**src/rtl/vlsu_meta_arbiter_if.sv**
```systemverilog
// vlsu_meta_arbiter_if: meta-request, meta-info, beat-commit and status signals of the meta arbiter.
// slave: arbiter side (takes requests and beats, drives meta info, done and status).
// master: environment side (requesters, deshuffle unit and commit logic).
interface vlsu_meta_arbiter_if #(
    parameter int NrReq      = 2,
    parameter int CmtCntBits = 8,
    parameter int ReqIdBits  = 4
);
    localparam int SrcBits = (NrReq > 1) ? $clog2(NrReq) : 1;
    logic [NrReq-1:0]                 req_valid_i;
    logic [NrReq-1:0]                 req_ready_o;
    logic [NrReq-1:0][ReqIdBits-1:0]  req_reqid_i;
    logic [NrReq-1:0][CmtCntBits-1:0] req_beats_i;
    logic                             meta_valid_o;
    logic                             meta_ready_i;
    logic [ReqIdBits-1:0]             meta_reqid_o;
    logic [CmtCntBits-1:0]            meta_cmtcnt_o;
    logic [SrcBits-1:0]               meta_src_o;
    logic                             beat_done_i;
    logic                             done_valid_o;
    logic [SrcBits-1:0]               done_src_o;
    logic [ReqIdBits-1:0]             done_reqid_o;
    logic                             busy_o;
    logic                             err_o;
    modport slave (
        input  req_valid_i, req_reqid_i, req_beats_i, meta_ready_i, beat_done_i,
        output req_ready_o, meta_valid_o, meta_reqid_o, meta_cmtcnt_o, meta_src_o,
               done_valid_o, done_src_o, done_reqid_o, busy_o, err_o
    );
    modport master (
        output req_valid_i, req_reqid_i, req_beats_i, meta_ready_i, beat_done_i,
        input  req_ready_o, meta_valid_o, meta_reqid_o, meta_cmtcnt_o, meta_src_o,
               done_valid_o, done_src_o, done_reqid_o, busy_o, err_o
    );
endinterface

```
**src/rtl/vlsu_meta_arbiter.sv**
```systemverilog
// vlsu_meta_arbiter: round-robin meta-info arbiter with an in-flight tracker that retires requests on committed beats.
// clk_i/rst_i: clock and synchronous active-high reset.
// bus (slave): requester handshakes, registered meta-info output, beat_done input, done pulse, busy and sticky error.
module vlsu_meta_arbiter #(
    parameter int NrReq          = 2,
    parameter int MaxOutstanding = 4,
    parameter int CmtCntBits     = 8,
    parameter int ReqIdBits      = 4
) (
    input logic               clk_i,
    input logic               rst_i,
    vlsu_meta_arbiter_if.slave bus
);
    localparam int SrcBits = (NrReq > 1) ? $clog2(NrReq) : 1;
    localparam int PtrBits = (MaxOutstanding > 1) ? $clog2(MaxOutstanding) : 1;
    typedef enum logic {EMPTY, FULL} state_e;
    state_e                r_state;
    logic [SrcBits-1:0]    r_rr_ptr, r_meta_src, r_done_src;
    logic [ReqIdBits-1:0]  r_meta_id, r_done_id;
    logic [CmtCntBits-1:0] r_meta_cmt, r_cnt;
    logic                  r_done_valid, r_err, r_wf, r_rf;
    logic [PtrBits-1:0]    r_wr, r_rd;
    logic [SrcBits-1:0]    r_t_src [MaxOutstanding];
    logic [ReqIdBits-1:0]  r_t_id  [MaxOutstanding];
    logic [CmtCntBits-1:0] r_t_cmt [MaxOutstanding];
    logic                  w_found, w_acc, w_can_grant, w_empty, w_full, w_pop, w_zero;
    logic [SrcBits-1:0]    w_win, w_c;
    logic [NrReq-1:0]      w_ready;
    logic [CmtCntBits-1:0] w_beats, w_cmt;
    // scan from the priority pointer upwards, wrapping, and take the first valid requester
    always_comb begin
        w_found = 1'b0;
        w_win   = '0;
        w_c     = r_rr_ptr;
        for (int k = 0; k < NrReq; k++) begin
            if (!w_found && bus.req_valid_i[w_c]) begin
                w_found = 1'b1;
                w_win   = w_c;
            end
            w_c = (w_c == SrcBits'(NrReq-1)) ? '0 : w_c + SrcBits'(1);
        end
    end
    assign w_empty = (r_wr == r_rd) && (r_wf == r_rf);
    assign w_full  = (r_wr == r_rd) && (r_wf != r_rf);
    assign w_pop   = !w_empty && bus.beat_done_i && (r_cnt == r_t_cmt[r_rd]);
    // a full tracker still takes a request when its head retires this cycle
    assign w_can_grant = ((r_state == EMPTY) || bus.meta_ready_i) && (!w_full || w_pop);
    assign w_acc   = w_found && w_can_grant;
    assign w_beats = bus.req_beats_i[w_win];
    assign w_zero  = (w_beats == '0);
    assign w_cmt   = w_zero ? '0 : w_beats - CmtCntBits'(1);
    always_comb begin
        w_ready = '0;
        if (w_acc) w_ready[w_win] = 1'b1;
    end
    always_ff @(posedge clk_i) begin
        if (w_acc && !rst_i) begin
            r_t_src[r_wr] <= w_win;
            r_t_id[r_wr]  <= bus.req_reqid_i[w_win];
            r_t_cmt[r_wr] <= w_cmt;
        end
    end
    always_ff @(posedge clk_i) begin
        if (rst_i) begin
            r_state      <= EMPTY;
            r_rr_ptr     <= '0;
            r_meta_src   <= '0;
            r_meta_id    <= '0;
            r_meta_cmt   <= '0;
            r_done_valid <= 1'b0;
            r_done_src   <= '0;
            r_done_id    <= '0;
            r_cnt        <= '0;
            r_err        <= 1'b0;
            r_wr         <= '0;
            r_rd         <= '0;
            r_wf         <= 1'b0;
            r_rf         <= 1'b0;
        end else begin
            r_done_valid <= w_pop;
            if (w_pop) begin
                r_done_src <= r_t_src[r_rd];
                r_done_id  <= r_t_id[r_rd];
            end
            if (w_acc) begin
                r_state    <= FULL;
                r_meta_src <= w_win;
                r_meta_id  <= bus.req_reqid_i[w_win];
                r_meta_cmt <= w_cmt;
                r_rr_ptr   <= (w_win == SrcBits'(NrReq-1)) ? '0 : w_win + SrcBits'(1);
                if (r_wr == PtrBits'(MaxOutstanding-1)) begin
                    r_wr <= '0;
                    r_wf <= ~r_wf;
                end else r_wr <= r_wr + PtrBits'(1);
            end else if (bus.meta_ready_i) r_state <= EMPTY;
            if (w_pop) begin
                r_cnt <= '0;
                if (r_rd == PtrBits'(MaxOutstanding-1)) begin
                    r_rd <= '0;
                    r_rf <= ~r_rf;
                end else r_rd <= r_rd + PtrBits'(1);
            end else if (bus.beat_done_i && !w_empty) r_cnt <= r_cnt + CmtCntBits'(1);
            if ((bus.beat_done_i && w_empty) || (w_acc && w_zero)) r_err <= 1'b1;
        end
    end
    assign bus.req_ready_o   = w_ready;
    assign bus.meta_valid_o  = (r_state == FULL);
    assign bus.meta_reqid_o  = r_meta_id;
    assign bus.meta_cmtcnt_o = r_meta_cmt;
    assign bus.meta_src_o    = r_meta_src;
    assign bus.done_valid_o  = r_done_valid;
    assign bus.done_src_o    = r_done_src;
    assign bus.done_reqid_o  = r_done_id;
    assign bus.busy_o        = (r_state == FULL) || !w_empty;
    assign bus.err_o         = r_err;
endmodule

```
**src/flat_wrapper.sv**
```systemverilog
// flat-port wrapper written by rule: the top's interface ports become plain ports
module vlsu_meta_arbiter_flat 
#(
    parameter int NrReq          = 2,
    parameter int MaxOutstanding = 4,
    parameter int CmtCntBits     = 8,
    parameter int ReqIdBits      = 4
)
  (clk_i, rst_i, bus_req_valid_i, bus_req_reqid_i, bus_req_beats_i, bus_meta_ready_i, bus_beat_done_i, bus_req_ready_o, bus_meta_valid_o, bus_meta_reqid_o, bus_meta_cmtcnt_o, bus_meta_src_o, bus_done_valid_o, bus_done_src_o, bus_done_reqid_o, bus_busy_o, bus_err_o);
  vlsu_meta_arbiter_if #(.NrReq(NrReq), .CmtCntBits(CmtCntBits), .ReqIdBits(ReqIdBits)) bus_i ();
  input logic clk_i;
  input logic rst_i;
  input wire logic [$bits(bus_i.req_valid_i)-1:0] bus_req_valid_i;
  input wire logic [$bits(bus_i.req_reqid_i)-1:0] bus_req_reqid_i;
  input wire logic [$bits(bus_i.req_beats_i)-1:0] bus_req_beats_i;
  input wire logic [$bits(bus_i.meta_ready_i)-1:0] bus_meta_ready_i;
  input wire logic [$bits(bus_i.beat_done_i)-1:0] bus_beat_done_i;
  output wire logic [$bits(bus_i.req_ready_o)-1:0] bus_req_ready_o;
  output wire logic [$bits(bus_i.meta_valid_o)-1:0] bus_meta_valid_o;
  output wire logic [$bits(bus_i.meta_reqid_o)-1:0] bus_meta_reqid_o;
  output wire logic [$bits(bus_i.meta_cmtcnt_o)-1:0] bus_meta_cmtcnt_o;
  output wire logic [$bits(bus_i.meta_src_o)-1:0] bus_meta_src_o;
  output wire logic [$bits(bus_i.done_valid_o)-1:0] bus_done_valid_o;
  output wire logic [$bits(bus_i.done_src_o)-1:0] bus_done_src_o;
  output wire logic [$bits(bus_i.done_reqid_o)-1:0] bus_done_reqid_o;
  output wire logic [$bits(bus_i.busy_o)-1:0] bus_busy_o;
  output wire logic [$bits(bus_i.err_o)-1:0] bus_err_o;
  assign bus_i.req_valid_i = bus_req_valid_i;
  assign bus_i.req_reqid_i = bus_req_reqid_i;
  assign bus_i.req_beats_i = bus_req_beats_i;
  assign bus_i.meta_ready_i = bus_meta_ready_i;
  assign bus_i.beat_done_i = bus_beat_done_i;
  assign bus_req_ready_o = bus_i.req_ready_o;
  assign bus_meta_valid_o = bus_i.meta_valid_o;
  assign bus_meta_reqid_o = bus_i.meta_reqid_o;
  assign bus_meta_cmtcnt_o = bus_i.meta_cmtcnt_o;
  assign bus_meta_src_o = bus_i.meta_src_o;
  assign bus_done_valid_o = bus_i.done_valid_o;
  assign bus_done_src_o = bus_i.done_src_o;
  assign bus_done_reqid_o = bus_i.done_reqid_o;
  assign bus_busy_o = bus_i.busy_o;
  assign bus_err_o = bus_i.err_o;
  vlsu_meta_arbiter #(.NrReq(NrReq), .MaxOutstanding(MaxOutstanding), .CmtCntBits(CmtCntBits), .ReqIdBits(ReqIdBits)) u_core (.clk_i(clk_i), .rst_i(rst_i), .bus(bus_i));
endmodule
```
**config.mk**
```make
export PLATFORM = sky130hd
export DESIGN_NAME = vlsu_meta_arbiter_flat
export DESIGN_NICKNAME = d
export VERILOG_FILES = /design/src/rtl/vlsu_meta_arbiter_if.sv /design/src/rtl/vlsu_meta_arbiter.sv /design/src/flat_wrapper.sv
export SDC_FILE = /design/constraint.sdc
export NUM_CORES = 1
export LEC_CHECK = 0
export ABC_AREA = 0
export CAP_MARGIN = 5
export CORE_AREA = 5 5 126 128
export CTS_CLUSTER_DIAMETER = 100
export DETAILED_ROUTE_END_ITERATION = 7
export DIE_AREA = 0 0 131 133
export DONT_BUFFER_PORTS = 1
export SKIP_CTS_REPAIR_TIMING = 1
export SYNTH_ARGS = -nofsm -noshare
export SYNTH_HDL_FRONTEND = slang
export SYNTH_SLANG_ARGS = --single-unit
```
**constraint.sdc**
```tcl
create_clock -name clk_i -period 5.9 [get_ports clk_i]
set_clock_uncertainty 0.15 [all_clocks]
set_input_delay 1.475 -clock clk_i [delete_from_list [all_inputs] [get_ports clk_i]]
set_output_delay 1.475 -clock clk_i [all_outputs]
set_load 0.03 [all_outputs]
```
# After elaboration in Yosys (flattened, before gate mapping)

Memories as Yosys holds them, arrays and structs flattened. A register that Yosys moved wholly into a read port is not among the register bits.
Index checks and enable logic that the tools add are counted.

Flip-flop bits (word level): 31
Bits in latches: 0
Bits in writable memories: 52
Bits in read-only memories: 0
Bits of input ports: 30
Output and inout port bits: 24
Word-level logic and storage cells: 84
Memories kept: 3

$add $sub $neg: 6
Multiply operators: 0
Div/mod/pow operators: 0
Magnitude comparators: 4
Equality and inequality tests: 6
Shift operators: 0
Muxes and demuxes: 26
Bitwise gates (word level): 3
Reductions and logical operators: 24

Memories:

| name           | words | bits a word | rd ports | clocked after memory_dff | wr ports | RTL line                | text |
|---|---|---|---|---|---|---|---|
| u_core.r_t_cmt | 4     | 8           | 1        | 1                        | 1        | vlsu_meta_arbiter.sv:25 | `logic [CmtCntBits-1:0] r_t_cmt [MaxOutstanding];` |
| u_core.r_t_id  | 4     | 4           | 1        | 1                        | 1        | vlsu_meta_arbiter.sv:24 | `logic [ReqIdBits-1:0] r_t_id [MaxOutstanding];` |
| u_core.r_t_src | 4     | 1           | 1        | 1                        | 1        | vlsu_meta_arbiter.sv:23 | `logic [SrcBits-1:0] r_t_src [MaxOutstanding];` |

Operators with widths:

| cell                | count |
|---|---|
| $mux 8              | 3 |
| $mux 1              | 15 |
| $logic_and 1x1->1   | 11 |
| $mux 2              | 5 |
| $add 8x1->8 const B | 1 |
| $eq 8x8->1          | 1 |
| $logic_not 8->1     | 1 |
| $mux 4              | 2 |
| $sub 8x1->8 const B | 1 |
| $lt 1x2->1 const B  | 3 |
| $add 2x1->2 const B | 2 |
| $eq 2x2->1 const B  | 2 |
| $logic_not 1->1     | 4 |
| $logic_or 1x1->1    | 4 |
| $reduce_and 2->1    | 2 |
| $not 1->1           | 3 |
| $add 1x1->1 const B | 2 |
| $eq 2x2->1          | 1 |
| $reduce_bool 2->1   | 1 |
| $reduce_or 2->1     | 1 |
| $demux 1 s1         | 1 |
| $eq 1x1->1          | 1 |
| $ge 1x1->1 const B  | 1 |
| $ne 1x1->1          | 1 |

# Depth between registers and ports, before layout

Depth in word-level cells: 11
Gate-level depth with buffers: 13
Gate-level depth less buffers: 9

# Least setup slack after synthesis

Ideal clock, no wire load.

Kind: input -> output
From: input bus_beat_done_i
To: output bus_req_ready_o[0]
Data arrival time: 2882 ps
Slack: 1393 ps
Stages: 7
Buffers on the path: 1
Cell sequence: inv_1 > a31oi_1 > and2_1 > o211a_1 > buf_6 > a21oi_1 > nor2_1

Cells in the longest elaborated chain, start to end: 6

Ends and longest elaborated chain:

| element                        | RTL line                | text |
|---|---|---|
| start, declared                | flat_wrapper.sv:17      | `input wire logic [$bits(bus_i.beat_done_i)-1:0] bus_beat_done_i;` |
| $logic_and 1x1->1 (2 in a row) | vlsu_meta_arbiter.sv:45 | `assign w_pop = !w_empty && bus.beat_done_i && (r_cnt == r_t_cmt[r_rd]);` |
| $logic_or 1x1->1               | vlsu_meta_arbiter.sv:47 | `assign w_can_grant = ((r_state == EMPTY) \|\| bus.meta_ready_i) && (!w_full \|\| w_pop);` |
| $logic_and 1x1->1              | vlsu_meta_arbiter.sv:47 |  |
| $logic_and 1x1->1              | vlsu_meta_arbiter.sv:48 | `assign w_acc = w_found && w_can_grant;` |
| $mux 2                         | vlsu_meta_arbiter.sv:54 | `if (w_acc) w_ready[w_win] = 1'b1;` |
| end, declared                  | flat_wrapper.sv:18      | `output wire logic [$bits(bus_i.req_ready_o)-1:0] bus_req_ready_o;` |

No other way between the ends.

# Final worst setup path

From: input bus_beat_done_i
To: output bus_req_ready_o[1]

The elaborated chain is that of the path after synthesis.

==> impl_metrics.yaml <==
setup_path:
  reg2reg_to: "u_core.r_t_cmt[1][5]"
  cp-end-kind: "output port"
  startpoint: "bus_beat_done_i"
  required_ns: 4.28
  start_kind: "input pin"
  cp.arrival_ns: 3.30
  slowest_stage: "a31oi_1"
  path_class: "in2out"
  reg2reg_slack_ns: 1.75
  reg2regPathDepth: 6
  cp_cell_sequence: "inv_1 > a31oi_1 > and2_1 > o211a_1 > buf_4 > a21oi_1 > nor2_1"
  crit_fanout: 18
  critPathMaxStageDelay_ns: 0.52
  endpoint: "bus_req_ready_o[1]"
place:
  port_buffers: 0
  dp_cells: 527
  gp_congestion: 0.824
  placed_cell_area_sq_um: 4390
  hpwl_mm: 6.74
  dp_slack_ns: 0.982
clocking:
  clock_sinks: 90
  path_clk_slew_ns: 0.06
  root_buffer: "clkbuf_16"
  cts_made_buffers: 9
  clk_latency_ns: 0.34
  h-tree-depth: 3
  clockBufferDepth: 2
  cts_tree: "done"
timing:
  clock.fmax_mhz: 203
  rsz0062_at_grt: "false"
  setup_tns_ns: 0
  setup_slack_ns: 0.976
  fin_crit_sh_pct: 83.5
  max_slew_margin_pct: 48.5
  setup-violations-final: 0
  period_minus_slack_ns: 4.92
  tightestPinTransition_ns: 0.773
  slew_viol_final: 0
  timing.hold.ws_ns: 0.381
  hold_viol: 0
layout:
  final_nets: 388
  antenna_cells: 0
  final_cell_mix: "52 x edfxtp_1, 38 x dfxtp_1, 22 x nand2_1, 17 x nor3_1"
  stdcell_area_sq_um: 4670
  layout_commonest_cell: "edfxtp_1"
  stdcell_count: 543
  syn_to_final_growth_pct: 9.50
  layout-drive-gt1-share_pct: 11.3
  final_util_pct: 31.7
global_route:
  grt_max_degree: 45
  antenna_found_initial: 0
  first_global_vias: 2631
  overflow: 0
  grt_first_pass_wirelength_mm: 14.2
  grt_usage_pct: 10.6
synth:
  postSynthAreaPerCell_sq_um: 11.9
  ys_seq_area_share_pct: 54.4
  synth_edf_count: 52
  synth_nets: 397
  synth_area_sq_um: 4270
  synthArstFlopShare_pct: 0
  yosysUniqueCellTypes: 51
  ys_ff_latch: 90
  yosysWarnings: 0
  synth_ff_type: "edfxtp_1"
  syn_inst: 359
power:
  p_total_mw: 1.47
  powerDensity_nw_per_um2: 314
  ir_drop_mv: 0.237
  p_leak_nw: 1.61
detailed_routing:
  drc: 0
  first_pass_iters: 7
  drt_iter0_markers: 147
  vias_per_cell: 5.05
  ant_nets: 0
  avgRoutedWirePerCell_um: 16.8
  wl_mm: 9.10
  num_vias: 2742
floorplanning:
  die_w_um: 131
  die_area_sq_um: 17400
  initial_core_util_pct: 28.9
  coreArea_sq_um: 14800
  num_rows: 45
  ios: 54
  die_y_um: 133
flow_run:
  drv_cap: 0
status:
  status: "complete, no violations"
min_path:
  min_from: "u_core.r_wr[1]"
  hp-class: "reg2reg"
-- routing by layer --
| layer | share of wire (%) | vias to the layer above | global-route usage (%) |
|---|---|---|---|
| li1 | - | 1325 | - |
| met1 | 44 | 1306 | 13.8 |
| met2 | 47 | 100 | 16.2 |
| met5 | 0 | - | 0 |
| met3 | 6.9 | 11 | 3.19 |
| met4 | 1.9 | 0 | 4.80 |
-- how the worst min path moves through the flow --
stage	cells after the start	endpoint	slack (ns)
after floorplan	2	u_core.r_wr[1]	0.34
after global placement	2	u_core.r_wr[1]	0.37
after detailed placement	2	u_core.r_wr[1]	0.37
after CTS	2	u_core.r_wr[1]	0.38
after global routing	2	u_core.r_wr[1]	0.43
final	2	u_core.r_wr[1]	0.38
-- cells by family after synthesis --
kind of cell             count (synthesis)  share of synthesized area (%)
XOR/XNOR                                26                           5.33
adder cells (fa/ha/maj)                  8                           2.34
AO/OA/AOI/OAI                           58                           9.29
AND/OR/NAND/NOR                        112                           14.3
buffers and inverters                   34                           4.22
flip-flops                              90                           54.4
multiplexers                            31                           10.1
-- layout make-up --
cell class                      instances  area [sq um]
Fill cell                            1503         10100
Sequential cell                        90          2320
Multi-Input combinational cell        235          1770
Clock buffer                           12           258
Tap cell                              188           235
Inverter                               12          45.0
Clock inverter                          4          26.3
Timing Repair Buffer                    2          15.0
-- synth_stat cells, types with 13 or more instances --
cell | n | area, sq um
nor2_1 | 13 | 48.8
nor3_1 | 17 | 85.1
nand3_1 | 14 | 70.1
mux2i_1 | 14 | 140
xnor2_1 | 14 | 123
nand2_1 | 22 | 82.6
dfxtp_1 | 38 | 761
a21oi_1 | 13 | 65.1
edfxtp_1 | 52 | 1560
o21ai_0 | 13 | 65.1
-- sequential cells by signal, summed over array words and instances (netlist names), 4 cells and up, named ones only --
register and flops:
u_core.bus.meta_cmtcnt_o 8, u_core.bus.meta_reqid_o 4, u_core.bus.done_reqid_o 4, u_core.r_t_cmt 32, u_core.r_t_src 4, u_core.r_t_id 16, u_core.r_cnt 8
-- worst max-delay path: cells and delay by family --
kind	cells	cell delay (ns)
buffers and inverters	2	0.24
and+or+nand+nor	2	0.74
AOI/OAI and AO/OA	3	0.82
-- power breakdown --
part / switching [mW] / internal, mW
clock network: 0.222 / 0.310
logic: 0.109 / 0.0640
registers: 0.0482 / 0.716
total: 0.379 / 1.09
No activity file was read; power rests on OpenSTA's default activity.
